File: config.mk
export PLATFORM = sky130hd
export DESIGN_NAME = rv32i_decode_pipe
export DESIGN_NICKNAME = d
export VERILOG_FILES = /design/src/rtl/rv32i_defs.sv /design/src/rtl/rv32i_scoreboard.sv /design/src/rtl/rv32i_decode_pipe.sv
export SDC_FILE = /design/constraint.sdc
export NUM_CORES = 1
export LEC_CHECK = 0
export ABC_AREA = 1
export CAP_MARGIN = 0
export CORE_MARGIN = 2
export CORE_UTILIZATION = 39
export DETAILED_ROUTE_END_ITERATION = 8
export GPL_ROUTABILITY_DRIVEN = 0
export GPL_TIMING_DRIVEN = 0
export PLACE_DENSITY = 0.7
export SYNTH_ARGS = -nofsm -noshare
export SYNTH_HDL_FRONTEND = slang
export SYNTH_HIERARCHICAL = 1
export SYNTH_SLANG_ARGS = --single-unit
File: constraint.sdc
create_clock -name clk_i -period 5.4 [get_ports clk_i]
set_clock_uncertainty 0.15 [all_clocks]
set_input_delay 1.62 -clock clk_i [delete_from_list [all_inputs] [get_ports clk_i]]
set_output_delay 1.62 -clock clk_i [all_outputs]
set_load 0.03 [all_outputs]
File: src/rtl/rv32i_defs.sv
// Shared RV32I definitions: ALU opcodes, base opcodes and instruction classes.
// The ALU stage imports the same opcode encodings.
package rv32i_defs;

    localparam logic [3:0] OP_ADD  = 4'b0000;
    localparam logic [3:0] OP_SUB  = 4'b1000;
    localparam logic [3:0] OP_SLL  = 4'b0001;
    localparam logic [3:0] OP_SLT  = 4'b0010;
    localparam logic [3:0] OP_SLTU = 4'b0011;
    localparam logic [3:0] OP_XOR  = 4'b0100;
    localparam logic [3:0] OP_SRL  = 4'b0101;
    localparam logic [3:0] OP_SRA  = 4'b1101;
    localparam logic [3:0] OP_OR   = 4'b0110;
    localparam logic [3:0] OP_AND  = 4'b0111;

    localparam logic [6:0] OPC_OP     = 7'b0110011;
    localparam logic [6:0] OPC_OP_IMM = 7'b0010011;
    localparam logic [6:0] OPC_LUI    = 7'b0110111;
    localparam logic [6:0] OPC_AUIPC  = 7'b0010111;
    localparam logic [6:0] OPC_LOAD   = 7'b0000011;
    localparam logic [6:0] OPC_STORE  = 7'b0100011;
    localparam logic [6:0] OPC_BRANCH = 7'b1100011;
    localparam logic [6:0] OPC_JAL    = 7'b1101111;
    localparam logic [6:0] OPC_JALR   = 7'b1100111;

    typedef enum logic [2:0] {
        ClsAlu    = 3'd0,
        ClsLoad   = 3'd1,
        ClsStore  = 3'd2,
        ClsBranch = 3'd3,
        ClsJal    = 3'd4,
        ClsJalr   = 3'd5
    } iclass_e;

endpackage

File: src/rtl/rv32i_scoreboard.sv
// Register busy vector with set/clear/flush and two hazard-check read ports.
// x0 is never busy.
module rv32i_scoreboard
    import rv32i_defs::*;
(
    input  logic       clk_i,
    input  logic       reset_i,
    input  logic       flush_i,
    input  logic       set_i,
    input  logic [4:0] set_addr_i,
    input  logic       clr_i,
    input  logic [4:0] clr_addr_i,
    input  logic [4:0] rd_addr_a_i,
    input  logic [4:0] rd_addr_b_i,
    output logic       busy_a_o,
    output logic       busy_b_o
);

    logic [31:0] busy_q, busy_d;

    // Set after clear so a same-cycle set/clear of one register leaves it busy.
    always_comb begin
        busy_d = busy_q;
        if (flush_i) begin
            busy_d = '0;
        end else begin
            if (clr_i) busy_d[clr_addr_i] = 1'b0;
            if (set_i) busy_d[set_addr_i] = 1'b1;
        end
        busy_d[0] = 1'b0;
    end

    always_ff @(posedge clk_i) begin
        if (reset_i) busy_q <= '0;
        else         busy_q <= busy_d;
    end

    assign busy_a_o = busy_q[rd_addr_a_i];
    assign busy_b_o = busy_q[rd_addr_b_i];

endmodule

File: src/rtl/rv32i_decode_pipe.sv
// RV32I decode/issue stage: decodes one instruction per cycle into a registered ALU packet
// and stalls fetch on read-after-write hazards tracked by the scoreboard.
module rv32i_decode_pipe
    import rv32i_defs::*;
#(
    parameter int unsigned XLEN     = 32,
    parameter int unsigned PC_WIDTH = 32
) (
    input  logic                clk_i,
    input  logic                reset_i,
    input  logic                clear_i,
    input  logic                data_ready_i,
    input  logic [31:0]         instruction_i,
    input  logic [PC_WIDTH-1:0] pc_i,
    output logic                stall_o,
    output logic [4:0]          rs1_addr_o,
    output logic [4:0]          rs2_addr_o,
    input  logic [XLEN-1:0]     rs1_data_i,
    input  logic [XLEN-1:0]     rs2_data_i,
    input  logic                wb_valid_i,
    input  logic [4:0]          wb_rd_i,
    output logic                data_ready_o,
    output logic [3:0]          operation_o,
    output logic [XLEN-1:0]     operand1_o,
    output logic [XLEN-1:0]     operand2_o,
    output logic [4:0]          rd_o,
    output logic                rd_write_o,
    output logic [2:0]          class_o,
    output logic [XLEN-1:0]     store_data_o,
    output logic [2:0]          funct3_o,
    output logic                illegal_o
);

    logic [6:0]      opcode;
    logic [2:0]      f3;
    logic            f7b5;
    logic [4:0]      rd;
    logic [XLEN-1:0] imm_i, imm_s, imm_u;

    assign opcode     = instruction_i[6:0];
    assign rd         = instruction_i[11:7];
    assign f3         = instruction_i[14:12];
    assign f7b5       = instruction_i[30];
    assign rs1_addr_o = instruction_i[19:15];
    assign rs2_addr_o = instruction_i[24:20];

    assign imm_i = {{(XLEN-12){instruction_i[31]}}, instruction_i[31:20]};
    assign imm_s = {{(XLEN-12){instruction_i[31]}}, instruction_i[31:25], instruction_i[11:7]};
    assign imm_u = {{(XLEN-32){instruction_i[31]}}, instruction_i[31:12], 12'b0};

    logic            legal, uses_rs1, uses_rs2, writes_rd;
    logic [3:0]      op;
    logic [XLEN-1:0] opnd1, opnd2;
    iclass_e         cls;

    always_comb begin
        legal     = 1'b1;
        uses_rs1  = 1'b0;
        uses_rs2  = 1'b0;
        writes_rd = 1'b1;
        op        = OP_ADD;
        opnd1     = '0;
        opnd2     = '0;
        cls       = ClsAlu;
        unique case (opcode)
            OPC_OP: begin
                op = {f7b5, f3};
                uses_rs1 = 1'b1;
                uses_rs2 = 1'b1;
                opnd1 = rs1_data_i;
                opnd2 = rs2_data_i;
            end
            OPC_OP_IMM: begin
                // Only the shift-right encoding carries an opcode bit in funct7.
                op = {(f3 == 3'b101) & f7b5, f3};
                uses_rs1 = 1'b1;
                opnd1 = rs1_data_i;
                opnd2 = imm_i;
            end
            OPC_LUI: opnd2 = imm_u;
            OPC_AUIPC: begin
                opnd1 = XLEN'(pc_i);
                opnd2 = imm_u;
            end
            OPC_LOAD: begin
                uses_rs1 = 1'b1;
                opnd1 = rs1_data_i;
                opnd2 = imm_i;
                cls = ClsLoad;
            end
            OPC_STORE: begin
                uses_rs1 = 1'b1;
                uses_rs2 = 1'b1;
                writes_rd = 1'b0;
                opnd1 = rs1_data_i;
                opnd2 = imm_s;
                cls = ClsStore;
            end
            OPC_BRANCH: begin
                op = OP_SUB;
                uses_rs1 = 1'b1;
                uses_rs2 = 1'b1;
                writes_rd = 1'b0;
                opnd1 = rs1_data_i;
                opnd2 = rs2_data_i;
                cls = ClsBranch;
            end
            OPC_JAL: begin
                opnd1 = XLEN'(pc_i);
                opnd2 = XLEN'(4);
                cls = ClsJal;
            end
            OPC_JALR: begin
                // rs1 only gates the hazard check; the target adder lives elsewhere.
                uses_rs1 = 1'b1;
                opnd1 = XLEN'(pc_i);
                opnd2 = XLEN'(4);
                cls = ClsJalr;
            end
            default: begin
                legal = 1'b0;
                writes_rd = 1'b0;
            end
        endcase
    end

    logic busy_rs1, busy_rs2, issue, rd_write;

    assign stall_o  = data_ready_i & ((uses_rs1 & busy_rs1) | (uses_rs2 & busy_rs2));
    assign issue    = data_ready_i & ~stall_o & ~clear_i;
    assign rd_write = writes_rd & (rd != 5'd0);

    rv32i_scoreboard u_scoreboard (
        .clk_i       (clk_i),
        .reset_i     (reset_i),
        .flush_i     (clear_i),
        .set_i       (issue & legal & rd_write),
        .set_addr_i  (rd),
        .clr_i       (wb_valid_i),
        .clr_addr_i  (wb_rd_i),
        .rd_addr_a_i (rs1_addr_o),
        .rd_addr_b_i (rs2_addr_o),
        .busy_a_o    (busy_rs1),
        .busy_b_o    (busy_rs2)
    );

    always_ff @(posedge clk_i) begin
        if (reset_i) begin
            data_ready_o <= 1'b0;
            illegal_o    <= 1'b0;
            operation_o  <= '0;
            operand1_o   <= '0;
            operand2_o   <= '0;
            rd_o         <= '0;
            rd_write_o   <= 1'b0;
            class_o      <= '0;
            store_data_o <= '0;
            funct3_o     <= '0;
        end else begin
            data_ready_o <= issue & legal;
            illegal_o    <= issue & ~legal;
            if (issue & legal) begin
                operation_o  <= op;
                operand1_o   <= opnd1;
                operand2_o   <= opnd2;
                rd_o         <= rd;
                rd_write_o   <= rd_write;
                class_o      <= cls;
                store_data_o <= rs2_data_i;
                funct3_o     <= f3;
            end
        end
    end

endmodule

==> qor.yml <==
status:
  outcome: "complete, no violations"
route:
  drt_wl_total_um: 29140
  via_count: 9073
  final_antenna_net_count: 0
  vias_per_cell: 4.750
  first_pass_iters: 6
  remaining_drc_errors: 0
  wl_per_cell_um: 15.26
  drtIter0Drc: 835
global_routing:
  grt_pass1_vias: 8411
  grt_max_degree: 17
  busiest_layer: "met2"
  grt_util_met3_pct: 5.839
  grt_overflow: 0
  grt.met1_usage_pct: 34.00
  grt_pass1_wl_um: 45310
  antenna_found_initial: 0
  met2_usage_pct: 45.59
  grtUsageTotal_pct: 26.76
worst_hold_path:
  hold_class: "reg2reg"
  min_from: "rd_write_o"
setup_path:
  r2r_slack_ns: 2.89
  crit_slowest_cell: "clkdlybuf4s50_1"
  cp-startpoint: "instruction_i[22]"
  end_kind: "primary output"
  critPathMaxFanout: 8
  max_stage_delay_ns: 0.73
  critPathTopFamily: "buffers and inverters"
  rr_startpoint: "u_scoreboard/busy_q[7]"
  cp_cell_sequence: "clkdlybuf4s50_1 -> inv_1 -> nand3_1 -> nand3_1 -> nand2_1 -> nand2_1 -> nand2_1 -> nand2_1 -> and2_1 -> nor2_1 -> buf_4"
  critPathBufInv: 3
  crit_arrival_ns: 3.51
  critPathLaunchType: "input port"
  path_common_cell: "nand2_1"
  cp.required_ns: 3.63
  critPathKind: "in2out"
cts:
  cts_made_buffers: 17
  clkSinkCount: 145
  tritoncts: "done"
  cts_max_path_buffers: 2
  cts_root_buffer: "clkbuf_16"
  path_clk_slew_ns: 0.05
  hold_buffers: 0
  insertion_delay_ns: 0.43
  htree_num_levels: 4
floorplanning:
  initial_core_util_pct: 39.52
  core_area_sq_um: 20100
  die_area_sq_um: 21530
  die_h_um: 146.7
  die_w_um: 146.7
  pin_count: 263
  rows: 52
yosys:
  synth_cell_types: 29
  ys_ff_latch: 145
  yosys_warnings: 6
  syn-num-nets: 1481
  synth_edf_count: 0
  synth-async-reset-ratio_pct: 0
  syn_area_sq_um: 7945
  synth.avg_cell_area_sq_um: 5.916
  synth_ff_type: "dfxtp_1"
  synth_cells: 1343
  synth_seq_area_share_pct: 36.54
sta:
  rsz0062_at_grt: "false"
  max_freq_mhz: 189.4
  hold_viol: 0
  min_period_ns: 5.279
  hold-worst-slack_ns: 0.3140
  setup_viol: 0
  drv_slew: 0
  finalCritPeriodShare_pct: 97.75
  tightest_slew_ns: 0.5892
  relSlewSlack_pct: 60.72
power:
  finalPower_mw: 2.504
  peakVddDrop_v: 0.0002183
  p_leak_nw: 5.578
  p_per_area_nw_per_um2: 218.0
place:
  place_area_sq_um: 10910
  port_buffers: 262
  post-dp-hpwl_um: 22450
finish:
  mostFrequentLayoutCells: "nand2_1 (492), clkdlybuf4s50_1 (257), nor2_1 (235), inv_1 (168), dfxtp_1 (145)"
  layout-drive-gt1-share_pct: 6.585
  n_fill_cell: 1962
  antenna_cells: 0
  syn2layout_area_growth_pct: 44.54
  final_nets: 1767
  multi_input_comb_area_sq_um: 3920
  finalInstanceArea_sq_um: 11480
  seqCellArea_sq_um: 2903
  mostFrequentLayoutCell: "nand2_1"
flow_run:
  maxCapViolations: 0
## cell families (layout without fill, tap and decap cells)
group                  after synthesis  after routing  share of synthesized area, %
buffers and inverters              252            549                         14.13
AOI/OAI and AO/OA                  113            113                         7.370
DFF                                145            145                         36.54
and+or+nand+nor                    833            833                         41.97
## worst reg2reg max path: cells and delay by family (launching register included)
family | cells | cell delay (ns)
and+or+nand+nor | 12 | 1.48
DFF | 1 | 0.33
buffers and inverters | 3 | 0.31
AOI/OAI and AO/OA | 1 | 0.16
## layer usage
layer | up-vias | wire (um) | share of wire (%)
met2 | 436 | 13880 | 48
met4 | 0 | 598 | 2.1
li1 | 4604 | - | -
met3 | 39 | 2578 | 8.8
met1 | 3994 | 12080 | 41
met5 | - | 0 | 0
## cell usage after synthesis, types with 2 or more instances
library cell,count,area [sq um]
a21oi_1,38,190.2
buf_1,2,7.510
buf_2,21,105.1
buf_4,14,105.1
buf_6,13,146.4
clkbuf_1,22,82.58
clkinv_1,2,7.510
dfxtp_1,145,2903
inv_1,170,638.1
inv_2,8,30.03
nand2_1,492,1847
nand2_2,5,31.28
nand3_1,81,405.4
nor2_1,235,882.1
nor2_4,2,22.52
nor3_1,8,40.04
nor3_4,3,48.80
o211ai_1,4,30.03
o21ai_0,67,335.3
o21ai_2,2,17.52
## stage by stage
stage / utilization (%) / TNS [ns] / std cells / worst slack, ns
2_1_floorplan: - / 0 / 1343 / 0.6090
3_3_place_gp: 54.24 / -0.6270 / 1875 / -0.6270
3_5_place_dp: 54.24 / -0.6691 / 1875 / -0.6691
4_1_cts: 56.92 / 0 / 1906 / 0.01578
5_1_grt: 57.12 / 0 / 1910 / 0.01369
6_report: 57.12 / 0 / 1910 / 0.1214
## timing repair
| action | 4_1_cts | 5_1_grt |
|---|---|---|
| endpoints found under the setup margin | 1 | 1 |
| setup buffers | 1 | 4 |
| resized for setup | 17 | 3 |
| cloned | 0 | 0 |
## cell type report
cell class	instances	share of cell area [%]
multi-input cells	946	34.14
flip-flops and latches	145	25.28
repair buffers	267	23.13
inverters	180	5.971
plain buffers	72	4.075
clock buffers	20	3.890
well taps	270	2.942
clock inverters	10	0.5775
## path summary, 6_finish.rpt
kind	end	cells after the start
worst max-delay path	stall_o	11
worst min-delay path	rd_write_o	2
worst max register to register	u_scoreboard/busy_q[2]	16
worst min register to register	rd_write_o	2
## power by group
part	internal (mW)	total, mW	switching (mW)
sequential	1.08	1.09	0.00772
combinational	0.167	0.361	0.194
clock	0.590	1.05	0.461
total	1.84	2.50	0.663
## flip-flops by register name (all words and copies together), names as in the netlist
name / count
class_o: 3
data_ready_o: 1
funct3_o: 3
illegal_o: 1
operand1_o: 32
operand2_o: 32
operation_o: 4
rd_o: 5
rd_write_o: 1
store_data_o: 32
u_scoreboard/busy_q: 31
Power figures use the tool's default switching activity.
